[src/rtl/fir_channel_scheduler.sv]
// fir_channel_scheduler
//   Shares one constant-coefficient FIR datapath among NUM_CH receiver channels.
//   A work-conserving round-robin arbiter grants at most one sample per cycle.
//   The granted sample is registered onto fir_in. A tag pipe carries
//   {valid, channel} alongside the filter latency so each result is labelled.
//
// Ports
//   CLK        in   system clock, rising edge
//   reset_n    in   async active-low reset
//   enable     in   1 = accept samples; 0 = finish in-flight work, then idle
//   req_valid  in   per-channel sample valid
//   req_data   in   per-channel samples, ch i at [i*DATA_W +: DATA_W]
//   req_ready  out  one-hot grant (RUN only)
//   fir_in     out  registered sample to the filter input
//   fir_out    in   filter output
//   res_valid  out  one-cycle result strobe
//   res_ch     out  channel tag of the current result
//   res_data   out  fir_out while res_valid, else 0
//   busy       out  not idle, or samples still in flight
//
// FSM states
//   state | meaning
//   IDLE  | no arbitration; waits for enable
//   RUN   | arbitrating, one grant per cycle at most
//   DRAIN | no grants; waits for the tag pipe to empty (enable ignored)

module fir_channel_scheduler #(
  parameter int NUM_CH  = 4,
  parameter int CH_W    = 2,
  parameter int DATA_W  = 32,
  parameter int FIR_LAT = 2
) (
  input  logic                     CLK,
  input  logic                     reset_n,
  input  logic                     enable,
  input  logic [NUM_CH-1:0]        req_valid,
  input  logic [NUM_CH*DATA_W-1:0] req_data,
  output logic [NUM_CH-1:0]        req_ready,
  output logic [DATA_W-1:0]        fir_in,
  input  logic [DATA_W-1:0]        fir_out,
  output logic                     res_valid,
  output logic [CH_W-1:0]          res_ch,
  output logic [DATA_W-1:0]        res_data,
  output logic                     busy
);

  localparam logic [1:0] IDLE  = 2'd0;
  localparam logic [1:0] RUN   = 2'd1;
  localparam logic [1:0] DRAIN = 2'd2;

  logic [1:0]       state;
  logic [1:0]       stateNext;
  logic [CH_W-1:0]  rrPtr;
  logic [CH_W-1:0]  grantCh;
  logic             grantFound;
  logic             handshake;
  logic             pipeEmpty;
  logic [FIR_LAT:0] tagValid;
  logic [CH_W-1:0]  tagCh [0:FIR_LAT];

  // Round-robin search: start one past the last granted channel, ascend with wrap.
  always_comb begin
    logic [CH_W-1:0] idx;
    grantCh    = '0;
    grantFound = 1'b0;
    idx        = '0;
    for (int k = 1; k <= NUM_CH; k++) begin
      idx = CH_W'((int'(rrPtr) + k) % NUM_CH);
      if (!grantFound && req_valid[idx]) begin
        grantFound = 1'b1;
        grantCh    = idx;
      end
    end
  end

  assign req_ready = (state == RUN && grantFound) ? (NUM_CH'(1) << grantCh) : '0;
  assign handshake = |(req_valid & req_ready);
  assign pipeEmpty = ~|tagValid;

  always_comb begin
    stateNext = state;
    case (state)
      IDLE:    if (enable)    stateNext = RUN;
      RUN:     if (!enable)   stateNext = DRAIN;
      DRAIN:   if (pipeEmpty) stateNext = IDLE;
      default: stateNext = IDLE;
    endcase
  end

  always_ff @(posedge CLK or negedge reset_n) begin
    if (!reset_n) begin
      state    <= IDLE;
      rrPtr    <= CH_W'(NUM_CH - 1);
      fir_in   <= '0;
      tagValid <= '0;
      for (int i = 0; i <= FIR_LAT; i++) tagCh[i] <= '0;
    end else begin
      state <= stateNext;
      if (handshake) begin
        rrPtr  <= grantCh;
        fir_in <= req_data[int'(grantCh)*DATA_W +: DATA_W];
      end else begin
        fir_in <= '0;
      end
      // Stage 0 lines up with fir_in; the last stage lines up with fir_out.
      tagValid <= {tagValid[FIR_LAT-1:0], handshake};
      tagCh[0] <= handshake ? grantCh : '0;
      for (int i = 1; i <= FIR_LAT; i++) tagCh[i] <= tagCh[i-1];
    end
  end

  assign res_valid = tagValid[FIR_LAT];
  assign res_ch    = tagCh[FIR_LAT];
  assign res_data  = tagValid[FIR_LAT] ? fir_out : '0;
  assign busy      = (state != IDLE) || !pipeEmpty;

endmodule

[config.mk]
export PLATFORM = sky130hd
export DESIGN_NAME = fir_channel_scheduler
export DESIGN_NICKNAME = d
export VERILOG_FILES = /design/src/rtl/fir_channel_scheduler.sv
export SDC_FILE = /design/constraint.sdc
export NUM_CORES = 1
export LEC_CHECK = 0
export ABC_AREA = 1
export BUFFER_PORTS_ARGS = -buffer_cell sky130_fd_sc_hd__buf_2
export CAP_MARGIN = 5
export CORE_MARGIN = 5
export CORE_UTILIZATION = 44
export DETAILED_ROUTE_END_ITERATION = 16
export PLACE_DENSITY = 0.94
export SETUP_SLACK_MARGIN = 0.05
export SYNTH_ARGS = -nofsm -noshare
export SYNTH_HDL_FRONTEND = slang
export SYNTH_SLANG_ARGS = --single-unit
[constraint.sdc]
create_clock -name CLK -period 4.1 [get_ports CLK]
set_input_delay 1.025 -clock CLK [delete_from_list [all_inputs] [get_ports CLK]]
set_output_delay 1.025 -clock CLK [all_outputs]
set_load 0.01 [all_outputs]
Word level (Yosys, flattened, before mapping)
Index checks and enable logic that the tools add are counted.
{"block": "word_totals", "ff_bits": 45, "romBits": 0, "ramBits": 0, "output_inout_bits": 72, "elab_cells": 60, "memories": 0, "latchBits": 0}
{"block": "op_classes", "n_mul": 0, "n_lt_le_gt_ge": 4, "bitwise": 1, "n_eq_ne": 5, "n_mux": 24, "addsub": 4, "div_mod_pow": 0, "shifts": 2, "n_reduce_logical": 13}
{"operator": "$shiftx A128 B8 Y32", "n": 1}
{"operator": "$mux W32", "n": 2}
{"operator": "$mux W2", "n": 8}
{"operator": "$lt A2 B3 Y1 const B", "n": 4}
{"operator": "$bmux W1 S2", "n": 4}
{"operator": "$mux W1", "n": 8}
{"operator": "$ne A2 B2 Y1 const B", "n": 3}
{"operator": "$pmux W2 S3", "n": 1}
{"operator": "$add A2 B1 Y2 const B", "n": 2}
{"operator": "$add A2 B2 Y2 const B", "n": 2}
{"operator": "$and A4 B4 Y4", "n": 1}
{"operator": "$logic_and A1 B1 Y1", "n": 4}
{"operator": "$mux W4", "n": 1}
{"operator": "$reduce_or A4 Y1", "n": 1}
{"operator": "$shl A1 B2 Y4 const A", "n": 1}
{"operator": "$logic_not A1 Y1", "n": 3}
{"operator": "$reduce_and A3 Y1", "n": 1}
{"operator": "$reduce_or A3 Y1", "n": 1}
{"operator": "$eq A2 B1 Y1 const B", "n": 1}
{"operator": "$eq A2 B2 Y1 const B", "n": 1}
{"operator": "$logic_not A2 Y1", "n": 1}
{"operator": "$reduce_bool A2 Y1", "n": 1}
{"operator": "$logic_or A1 B1 Y1", "n": 1}

Logic depth before layout (Yosys ltp)
Gate-level depths: netlist (run 1).
{"block": "logic_depth", "ltp_word": 18, "ltp_mapped": 16, "mapped_depth_nobuf": 14}

Least setup slack after synthesis (run 1)
OpenSTA, ideal clock, no wires.
{"block": "synth_path", "path_type": "in2out", "startpoint": "in req_valid[2]", "endpoint": "out req_ready[1]", "path_stages": 14, "n_path_buf": 2, "slack_ps": 888, "arrival_ps": 2187, "cell_sequence": "inv_1 nand2_1 nand2_1 nand2_1 nand2_1 nand2_1 nand2_1 nor2_2 nand2_2 nand2_4 buf_6 buf_6 inv_1 nor3_1"}
{"block": "synth_via", "elab_chain_cells": 14, "elab_cells_between_ends": 25, "cone_classes": "shift (1); mux (17); reduce/logical (7)"}
{"element": "start: declaration", "line_no": "36", "source": "input logic [NUM_CH-1:0] req_valid,"}
{"element": "$bmux W1 S2", "line_no": "69", "source": "if (!grantFound && req_valid[idx]) begin"}
{"element": "$mux W1 (implied by the code)", "line_no": "69"}
{"element": "$mux W1", "line_no": "69"}
{"element": "$logic_not A1 Y1", "line_no": "69"}
{"element": "$logic_and A1 B1 Y1", "line_no": "69"}
{"element": "$mux W1", "line_no": "69"}
{"element": "$logic_not A1 Y1", "line_no": "69"}
{"element": "$logic_and A1 B1 Y1", "line_no": "69"}
{"element": "$mux W1", "line_no": "69"}
{"element": "$logic_not A1 Y1", "line_no": "69"}
{"element": "$logic_and A1 B1 Y1", "line_no": "69"}
{"element": "$mux W2 / $mux W1 (equally long branches)", "line_no": "69"}
{"element": "$shl A1 B2 Y4 / $logic_and A1 B1 Y1 (equally long branches)", "line_no": "76", "source": "assign req_ready = (state == RUN && grantFound) ? (NUM_CH'(1) << grantCh) : '0;"}
{"element": "$mux W4 *", "line_no": "76"}
{"element": "end: declaration", "line_no": "38", "source": "output logic [NUM_CH-1:0] req_ready,"}
Every way passes the cells marked *; elsewhere a longest branch is shown, timed or not. The select of a mux whose other input is x is not followed.

Worst setup path in the final report (run 1)
{"block": "layout_path", "startpoint": "in req_valid[3]", "endpoint": "out req_ready[0]"}
Same word-level chain as after synthesis.

==> impl_metrics.csv, run 1 <==
group,metric,value,unit
global_routing,grt-ovfl-total,0,
global_routing,grt_max_degree,66,
power_and_ir_drop,p_total,3.950,mW
setup_path,required,3.07,ns
clock_network,tritoncts,"yes",
synthesis,synth_top_family_by_area,"simple AND/OR/NAND/NOR gates",
clock_network,cts_hold_buf,0,
clock_network,cts_setup_buffers,0,
die,fp.dieArea,0.009206,sq mm
worst_hold_path,hold_path_depth,0,
place,gp_congestion,0.8658,
synthesis,synth_compound_area_frac,0.005389,
synthesis,yosys_warnings,0,
flow_run,maxCapViolCount,0,
detailed_routing,ant_nets,0,
status,status,"complete, no violations",
synthesis,netlist_instances,486,
synthesis,yosysUniqueCellTypes,20,
synthesis,yosys.area_share.simple,0.5054,
setup_path,cp_max_fo,17,
setup_path,start_kind,"input port",
synthesis,ys_ff_latch,45,
timing,max_freq,295.1,MHz
clock_network,cts-root-buf,"clkbuf_8",
die,io-pin-count,239,
detailed_routing,vias,4153,
finish,drive_gt1_frac,0.3991,
setup_path,cp-end-kind,"primary output",
worst_hold_path,holdCritPathClass,"flip-flop to flip-flop",
die,start_util,0.4506,
synthesis,netlist_area,0.003251,sq mm
die,die_w,95.95,um
synthesis,syn-num-nets,653,
place,dp.final_hpwl,9.059,mm
clock_network,clk_latency,0.29,ns
finish,synthToLayoutAreaGrowth,36.84,%
detailed_routing,drt_pass1_iterations,5,
place,portBuffers,238,
setup_path,worstRegToRegCells,15,
global_routing,antenna_found_initial,0,
finish,final_cell_mix,"buf_2, nand2_1, nor2_1, nand4_1, nand3_1",
setup_path,worstSetupPathType,"input port to primary output",
die,rows,31,
timing,min_period_over_period,0.8265,
clock_network,htree_levels,2,
timing,maxSlewViolCount,0,
clock_network,cts_buffer_depth,2,
clock_network,cts_buffers,5,
die,die_y,95.95,um
detailed_routing,initialDrtViolationCount,221,
timing,tightest_slew,1.022,ns
global_routing,grt_pass1_wl,17.76,mm
die,core-area,0.007214,sq mm
synthesis,avgSynthCellArea,6.689,sq um
power_and_ir_drop,total_leakage_power,2.912,nW
finish,layout_commonest_cell,"buf_2",
clock_network,cts_sinks,45,
global_routing,grt_usage,0.2422,
timing,hold_viol,0,
timing,relSlewSlack,0.3188,
detailed_routing,wl_per_cell,15.06,um
finish,fin_nets,861,
timing,setup_viol,0,
detailed_routing,via_per_inst,5.230,
detailed_routing,drt-total-wl,11.96,mm
synthesis,ys_seq_area_frac,0.3472,
timing,setup_tns,0,ns
timing,skew,0.003590,ns
clock_network,cts-resized-gates,0,
synthesis,synth_xor_xnor_area_share,0,
power_and_ir_drop,power_density,888.0,mW/mm^2
timing,timing.final.crit_period,3.389,ns
global_routing,grt_pass1_vias,3769,
synthesis,synth_top_area_frac,0.3310,
setup_path,cp.arrival,2.36,ns
timing,rsz0062_at_grt,"no",
power_and_ir_drop,ir_worst_vdd,808.7,uV
synthesis,netlist.top_cell.by_area,"dfrtp_1",
detailed_routing,drc,0,
synthesis,netlist_top_cells_area,"dfrtp_1, nand2_1, nand4_1",
timing,hold_ws,0.3540,ns
clock_network,clk_pin_slew_worst_paths,0.08,ns
synthesis,synth_mux_area_frac,0,
synthesis,synthAdderAreaFrac,0,
-- critical path, cell delays in order --
cell	delay (ns)
buf_2	0.09
inv_1	0.03
nand2_1	0.07
nand2_1	0.10
nand2_1	0.09
o21ai_0	0.10
nand3_1	0.14
nand2_1	0.14
buf_4	0.23
nor3_1	0.18
buf_2	0.16
-- synth_stat cells (all sizes together) --
library cell,number
nand4,65
inv,44
nor2,71
dfrtp,43
clkbuf,5
nor3,4
nand2,137
or3,2
nand3,70
o21ai,2
o21bai,1
buf,40
dfstp,2
-- logic make-up after synthesis --
group | after synthesis
buffers and inverters | 89
flip-flops | 45
AO/OA/AOI/OAI | 3
AND/OR/NAND/NOR | 349
-- sequential cells by signal, indices dropped and copies added (netlist names) --
| signal | count |
|---|---|
| res_ch | 2 |
| rrPtr | 2 |
| state | 2 |
| fir_in | 32 |
| tagCh | 4 |
| tagValid | 3 |
-- cell type report --
| cell class | count | area, sq um |
|---|---|---|
| Fill cell | 660 | 2766 |
| Multi-Input combinational cell | 352 | 1673 |
| Timing Repair Buffer | 246 | 1251 |
| Sequential cell | 45 | 1129 |
| Inverter | 44 | 165.2 |
| Tap cell | 99 | 123.9 |
| Clock buffer | 5 | 68.82 |
| Clock inverter | 2 | 35.03 |
| Antenna cell | 1 | 2.502 |
-- final timing paths --
path	from	end	slack (ns)
max	req_valid[3]	req_ready[0]	0.71
min	tagCh[2]	res_ch[0]	0.35
max reg2reg	rrPtr[0]	fir_in[18]	1.55
min reg2reg	tagCh[2]	res_ch[0]	0.35
max in group asynchronous	reset_n	fir_in[2]	2.56
min in group asynchronous	reset_n	fir_in[18]	0.90
-- power by group --
part	total [mW]	switching (mW)	internal [mW]
clock	0.324	0.147	0.177
sequential	0.677	0.0918	0.586
combinational	2.95	2.03	0.918
total	3.95	2.27	1.68
-- routing by layer --
metal,vias up,GRT usage,share of wire
li1,2002,-,-
met1,1891,0.2945,0.37
met2,219,0.4129,0.51
met3,41,0.05708,0.089
met4,0,0.09479,0.028
met5,-,0,0
-- stage by stage --
| step | std cells | setup WS (ns) | area, sq um | utilization |
|---|---|---|---|---|
| 3_3_place_gp | 786 | 0.8086 | 4342 | 0.6018 |
| 3_5_place_dp | 786 | 0.7487 | 4342 | 0.6018 |
| 5_1_grt | 793 | 0.5110 | 4446 | 0.6162 |
| 2_1_floorplan | 486 | 0.8882 | 3251 | - |
| 4_1_cts | 793 | 0.7419 | 4446 | 0.6162 |
| 6_report | 794 | 0.7112 | 4448 | 0.6165 |
Note: power is estimated with default switching activity, not from simulation.
==> run 2, diff against run 1 <==
CORE_UTILIZATION = 41   (was 44)
PLACE_DENSITY = 0.89   (was 0.94)
clock period = 3.3 ns   (was 4.1 ns; I/O delays follow)
==> run 2 against run 1 <==
Non-clock buffer count stayed put. Routed wire length is 2.4% higher. Via count is 0.26% higher. Critical path type is now flip-flop to primary output. Flip-flop and latch count stayed put. Highest routed layer unchanged. Sequential share of layout area is 0.064 points higher. Combinational power is 27% higher. Die area is 6.5% higher. Cell count is 0.38% higher. Largest power group unchanged. Core utilization is 4.2 points lower.
==> impl_metrics.csv, run 2 (synthesized netlist as in run 1, its figures left out) <==
group,metric,value,unit
timing,relSlewSlack,0.2956,
detailed_routing,initialDrtViolationCount,207,
detailed_routing,wl_per_cell,15.36,um
timing,tightest_slew,1.057,ns
place,portBuffers,238,
detailed_routing,drt-total-wl,12.24,mm
finish,top_register,"fir_in",
place,dp.final_hpwl,9.153,mm
flow_run,maxCapViolCount,0,
detailed_routing,drt_pass1_iterations,5,
clock_network,cts_hold_buf,0,
global_routing,grt_usage,0.2390,
clock_network,cts_buffer_depth,2,
finish,antenna_cells,0,
die,rows,32,
global_routing,antenna_found_initial,0,
finish,fillers,750,
finish,largest_reg_flops,32,
die,start_util,0.4207,
power_and_ir_drop,power_density,1102,mW/mm^2
power_and_ir_drop,total_leakage_power,2.905,nW
status,status,"complete, no violations",
global_routing,grt_pass1_wl,19.42,mm
power_and_ir_drop,clockPowerShare,0.068,
timing,hold_viol,0,
finish,layout_commonest_cell,"buf_2",
clock_network,clk_latency,0.30,ns
die,die_w,99.04,um
global_routing,grt_pass1_vias,3974,
detailed_routing,vias,4164,
detailed_routing,drc,0,
finish,largestRegisters,"fir_in (32), tagCh (4), tagValid (3)",
detailed_routing,via_per_inst,5.225,
timing,min_period_over_period,0.9191,
place,gp_congestion,0.9368,
timing,max_freq,329.7,MHz
clock_network,clk_pin_slew_worst_paths,0.08,ns
power_and_ir_drop,ir_worst_vdd,750.8,uV
setup_path,cp.arrival,2.21,ns
power_and_ir_drop,p_seq_frac,0.162,
die,io-pin-count,239,
clock_network,htree_levels,2,
global_routing,grt-ovfl-total,0,
clock_network,cts-resized-gates,0,
timing,skew,0.01273,ns
timing,timing.final.crit_period,3.033,ns
setup_path,cp_max_fo,22,
timing,rsz0062_at_grt,"no",
clock_network,tritoncts,"yes",
setup_path,required,2.47,ns
finish,synthToLayoutAreaGrowth,36.49,%
timing,maxSlewViolCount,0,
finish,drive_gt1_frac,0.3986,
power_and_ir_drop,p_sw_frac,0.5859,
clock_network,cts-root-buf,"clkbuf_8",
finish,final_core_util,0.5742,
timing,setup_viol,0,
detailed_routing,ant_nets,0,
die,fp.dieArea,0.009809,sq mm
power_and_ir_drop,combinationalPowerShare,0.769,
setup_path,start_kind,"flip-flop",
worst_hold_path,holdCritPathClass,"flip-flop to flip-flop",
timing,setup_tns,0,ns
setup_path,cp-end-kind,"primary output",
die,die_y,99.04,um
finish,fin_nets,861,
global_routing,grt_max_degree,66,
clock_network,cts_setup_buffers,0,
clock_network,cts_buffers,5,
setup_path,worstSetupPathType,"flip-flop to primary output",
die,core-area,0.007727,sq mm
power_and_ir_drop,p_int,2.024,mW
clock_network,cts_sinks,45,
power_and_ir_drop,p_switching,2.864,mW
finish,final_cell_mix,"buf_2, nand2_1, nor2_1, nand4_1, nand3_1",
-- run 2: cell count changes in the layout (fill, tap and decap cells not counted) --
cell       previous run  this run
bufinv_16             1         0
clkinv_2              1         2
nand2_8               0         1
diode_2               1         0
clkbuf_1              0         1
nand2_4               1         0
-- run 2: power by group through the flow --
stage,clock network [mW],logic [mW],registers (mW)
finish,0.335,3.76,0.794
global placement,0,3.62,0.798
global route,0.371,4.23,0.813
detailed placement,0,3.73,0.804
floorplan,0,3.05,0.841
CTS,0.346,3.74,0.793
-- run 2: stage by stage --
stage	power [mW]	hold slack, ns	instance area, sq um	std cells	worst slack (ns)
5_1_grt	5.417	0.3656	4437	797	0.04249
3_3_place_gp	4.413	0.3353	4345	789	0.3877
6_report	4.888	0.3534	4437	797	0.2669
2_1_floorplan	3.891	0.3312	3251	486	0.4882
3_5_place_dp	4.535	0.3358	4345	789	0.3053
4_1_cts	4.878	0.3533	4428	797	0.2258
-- run 2: path summary, 6_finish.rpt --
check | start | to | slack [ns] | cells after the start
setup / recovery | rrPtr[0] | req_ready[3] | 0.27 | 13
hold reg to reg | tagCh[2] | res_ch[0] | 0.35 | 0
min in group asynchronous | reset_n | fir_in[19] | 0.70 | 1
max in group asynchronous | reset_n | tagCh[5] | 1.93 | 1
hold / removal | tagCh[2] | res_ch[0] | 0.35 | 0
setup reg to reg | rrPtr[0] | fir_in[29] | 0.72 | 13
-- run 2: area by class of cell --
cell class              count  area [sq um]  share of cell area
clock buffers               6         72.57             0.01636
repair buffers            246          1251              0.2820
clock inverters             2         10.01            0.002256
inverters                  44         165.2             0.03722
multi-input cells         352          1682              0.3790
flip-flops and latches     45          1129              0.2544
well taps                 102         127.6             0.02876
-- run 2: per-layer routing --
layer	part of all wire	up-vias	track usage
met3	0.085	31	0.04671
met2	0.51	203	0.4158
met4	0.026	0	0.07038
met5	0	-	0
li1	-	1996	-
met1	0.38	1934	0.2988
-- run 2: worst max-delay path: stages (launching register included) --
cell and delay, ns:
dfstp_2 0.60, inv_2 0.11, nand2_1 0.10, nand2_1 0.09, nand2_1 0.08, nand2_1 0.08
nand2_1 0.08, nand2_1 0.09, nor2_2 0.10, nand2_2 0.10, nand2_8 0.15, inv_1 0.07
nor3_1 0.12, buf_2 0.15
==> run 3, diff against run 2 <==
REMOVE_ABC_BUFFERS = 1   (was default)
==> run 3 against run 2 <==
Clock skew is 0.0077 ns lower. Register-to-register slack worse by 0.04 ns. Clock power is 28% higher. Routed wire length is 5.2% lower. Sequential power hardly changed.
==> impl_metrics.csv, run 3 (synthesized netlist as in run 1, its figures left out) <==
group,metric,value,unit
power_and_ir_drop,p_int,2.132,mW
power_and_ir_drop,clockPowerShare,0.087,
timing,setup_viol,0,
setup_path,required,2.47,ns
detailed_routing,vias,4139,
die,core-area,0.007727,sq mm
global_routing,grt_usage,0.2225,
power_and_ir_drop,combinationalPowerShare,0.751,
global_routing,antenna_found_initial,0,
timing,timing.final.crit_period,3.092,ns
die,die_w,99.04,um
power_and_ir_drop,p_sw_frac,0.5658,
timing,max_freq,323.5,MHz
setup_path,rr_endpoint,"fir_in[26]",
setup_path,crit_start,"rrPtr[1]",
clock_network,clk_latency,0.29,ns
clock_network,clk_pin_slew_worst_paths,0.08,ns
finish,synthToLayoutAreaGrowth,37.95,%
clock_network,cts_sinks,45,
place,dp.final_hpwl,8.976,mm
global_routing,grt-ovfl-total,0,
finish,antenna_cells,0,
timing,min_period_over_period,0.9368,
timing,skew,0.005013,ns
finish,drive_gt1_frac,0.4011,
clock_network,cts_buffers,5,
setup_path,cp.arrival,2.27,ns
detailed_routing,initialDrtViolationCount,163,
power_and_ir_drop,total_leakage_power,2.932,nW
die,start_util,0.4207,
timing,maxSlewViolCount,0,
finish,largest_reg_flops,32,
detailed_routing,ant_nets,0,
global_routing,grt_max_degree,65,
finish,final_cell_mix,"buf_2, nand2_1, nor2_1, nand4_1, nand3_1",
status,status,"complete, no violations",
power_and_ir_drop,power_density,1095,mW/mm^2
place,portBuffers,238,
detailed_routing,wl_per_cell,14.50,um
finish,largestRegisters,"fir_in (32), tagCh (4), tagValid (3)",
clock_network,cts-resized-gates,0,
finish,top_register,"fir_in",
setup_path,r2r_setup_slack,0.68,ns
flow_run,maxCapViolCount,0,
power_and_ir_drop,ir_worst_vdd,657.2,uV
finish,fin_nets,864,
timing,rsz0062_at_grt,"no",
detailed_routing,drt-total-wl,11.60,mm
global_routing,grt_pass1_wl,17.93,mm
finish,layout_commonest_cell,"buf_2",
global_routing,grt_pass1_vias,3880,
die,rows,32,
timing,hold_ws,0.3530,ns
setup_path,cp-endpoint,"req_ready[1]",
setup_path,r2r_start,"rrPtr[1]",
worst_hold_path,holdCritPathClass,"flip-flop to flip-flop",
die,die_y,99.04,um
place,gp_congestion,0.9189,
power_and_ir_drop,p_switching,2.778,mW
clock_network,tritoncts,"yes",
detailed_routing,drc,0,
clock_network,cts_buffer_depth,2,
timing,hold_viol,0,
timing,relSlewSlack,0.3452,
setup_path,worstSetupPathType,"flip-flop to primary output",
power_and_ir_drop,p_total,4.911,mW
setup_path,cp_max_fo,13,
clock_network,htree_levels,2,
finish,final_core_util,0.5803,
timing,tightest_slew,0.9823,ns
setup_path,start_kind,"flip-flop",
die,io-pin-count,239,
setup_path,cp-end-kind,"primary output",
setup_path,worstRegToRegCells,15,
power_and_ir_drop,p_seq_frac,0.162,
clock_network,cts-root-buf,"clkbuf_8",
detailed_routing,via_per_inst,5.174,
die,fp.dieArea,0.009809,sq mm
detailed_routing,drt_pass1_iterations,4,
-- run 3: cell count changes in the layout (fill, tap and decap cells not counted), sizes merged --
cell,previous run,this run
buf,246,249
clkinv,2,0
bufinv,0,1
clkbuf,6,7
-- run 3: area by class of cell --
cell class | count | area, sq um
fillers | 691 | 3243
multi-input cells | 352 | 1673
repair buffers | 249 | 1274
flip-flops and latches | 45 | 1129
inverters | 44 | 165.2
well taps | 102 | 127.6
clock buffers | 7 | 86.33
clock inverters | 1 | 30.03
-- run 3: layer usage --
metal,global-route usage,share of wire,vias to the layer above
met5,0,0,-
met1,0.2349,0.35,1864
met3,0.05945,0.10,31
met4,0.08508,0.029,0
li1,-,-,2004
met2,0.4168,0.52,240
-- run 3: how the worst min path moves through the flow --
stage	slack, ns	cells after the start	end	start
2_1_floorplan	0.33	0	res_ch[0]	tagCh[2]
3_3_place_gp	0.33	0	tagCh[3]	tagCh[5]
3_5_place_dp	0.33	0	tagCh[3]	tagCh[5]
4_1_cts	0.35	0	tagCh[3]	tagCh[5]
5_1_grt	0.37	0	res_ch[1]	tagCh[3]
6_report	0.35	0	tagCh[3]	tagCh[5]
-- run 3: what timing repair did --
action                                  in CTS  in global routing
endpoints found under the setup margin       0                  1
hold buffers                                 0                  0
buffers inserted                             0                  2
-- run 3: worst max-delay path, cell delays in order, from the launching register on --
cell	delay (ns)
dfstp_2	0.61
inv_2	0.09
nand2_1	0.06
nand2_1	0.11
nand2_1	0.11
nand2_1	0.08
nand2_1	0.06
nand2_1	0.08
nor2_2	0.10
nand2_2	0.08
nand2_4	0.16
inv_1	0.08
nor3_1	0.17
buf_2	0.18
-- run 3: through the flow --
| stage | cells | TNS, ns | area [sq um] | worst slack [ns] |
|---|---|---|---|---|
| 6_report | 800 | 0 | 4484 | 0.2085 |
| 4_1_cts | 798 | 0 | 4469 | 0.2207 |
| 5_1_grt | 800 | 0 | 4484 | 0.07647 |
| 2_1_floorplan | 441 | -7.291 | 2954 | -0.8357 |
| 3_5_place_dp | 790 | 0 | 4353 | 0.3303 |
| 3_3_place_gp | 790 | 0 | 4353 | 0.4563 |
-- run 3: power groups by stage --
stage	Combinational [mW]	Sequential [mW]	Clock, mW
after floorplan	2.45	0.883	0
after global placement	3.54	0.802	0
after detailed placement	3.67	0.809	0
after CTS	3.68	0.799	0.441
after global routing	4.11	0.810	0.466
final	3.69	0.794	0.429
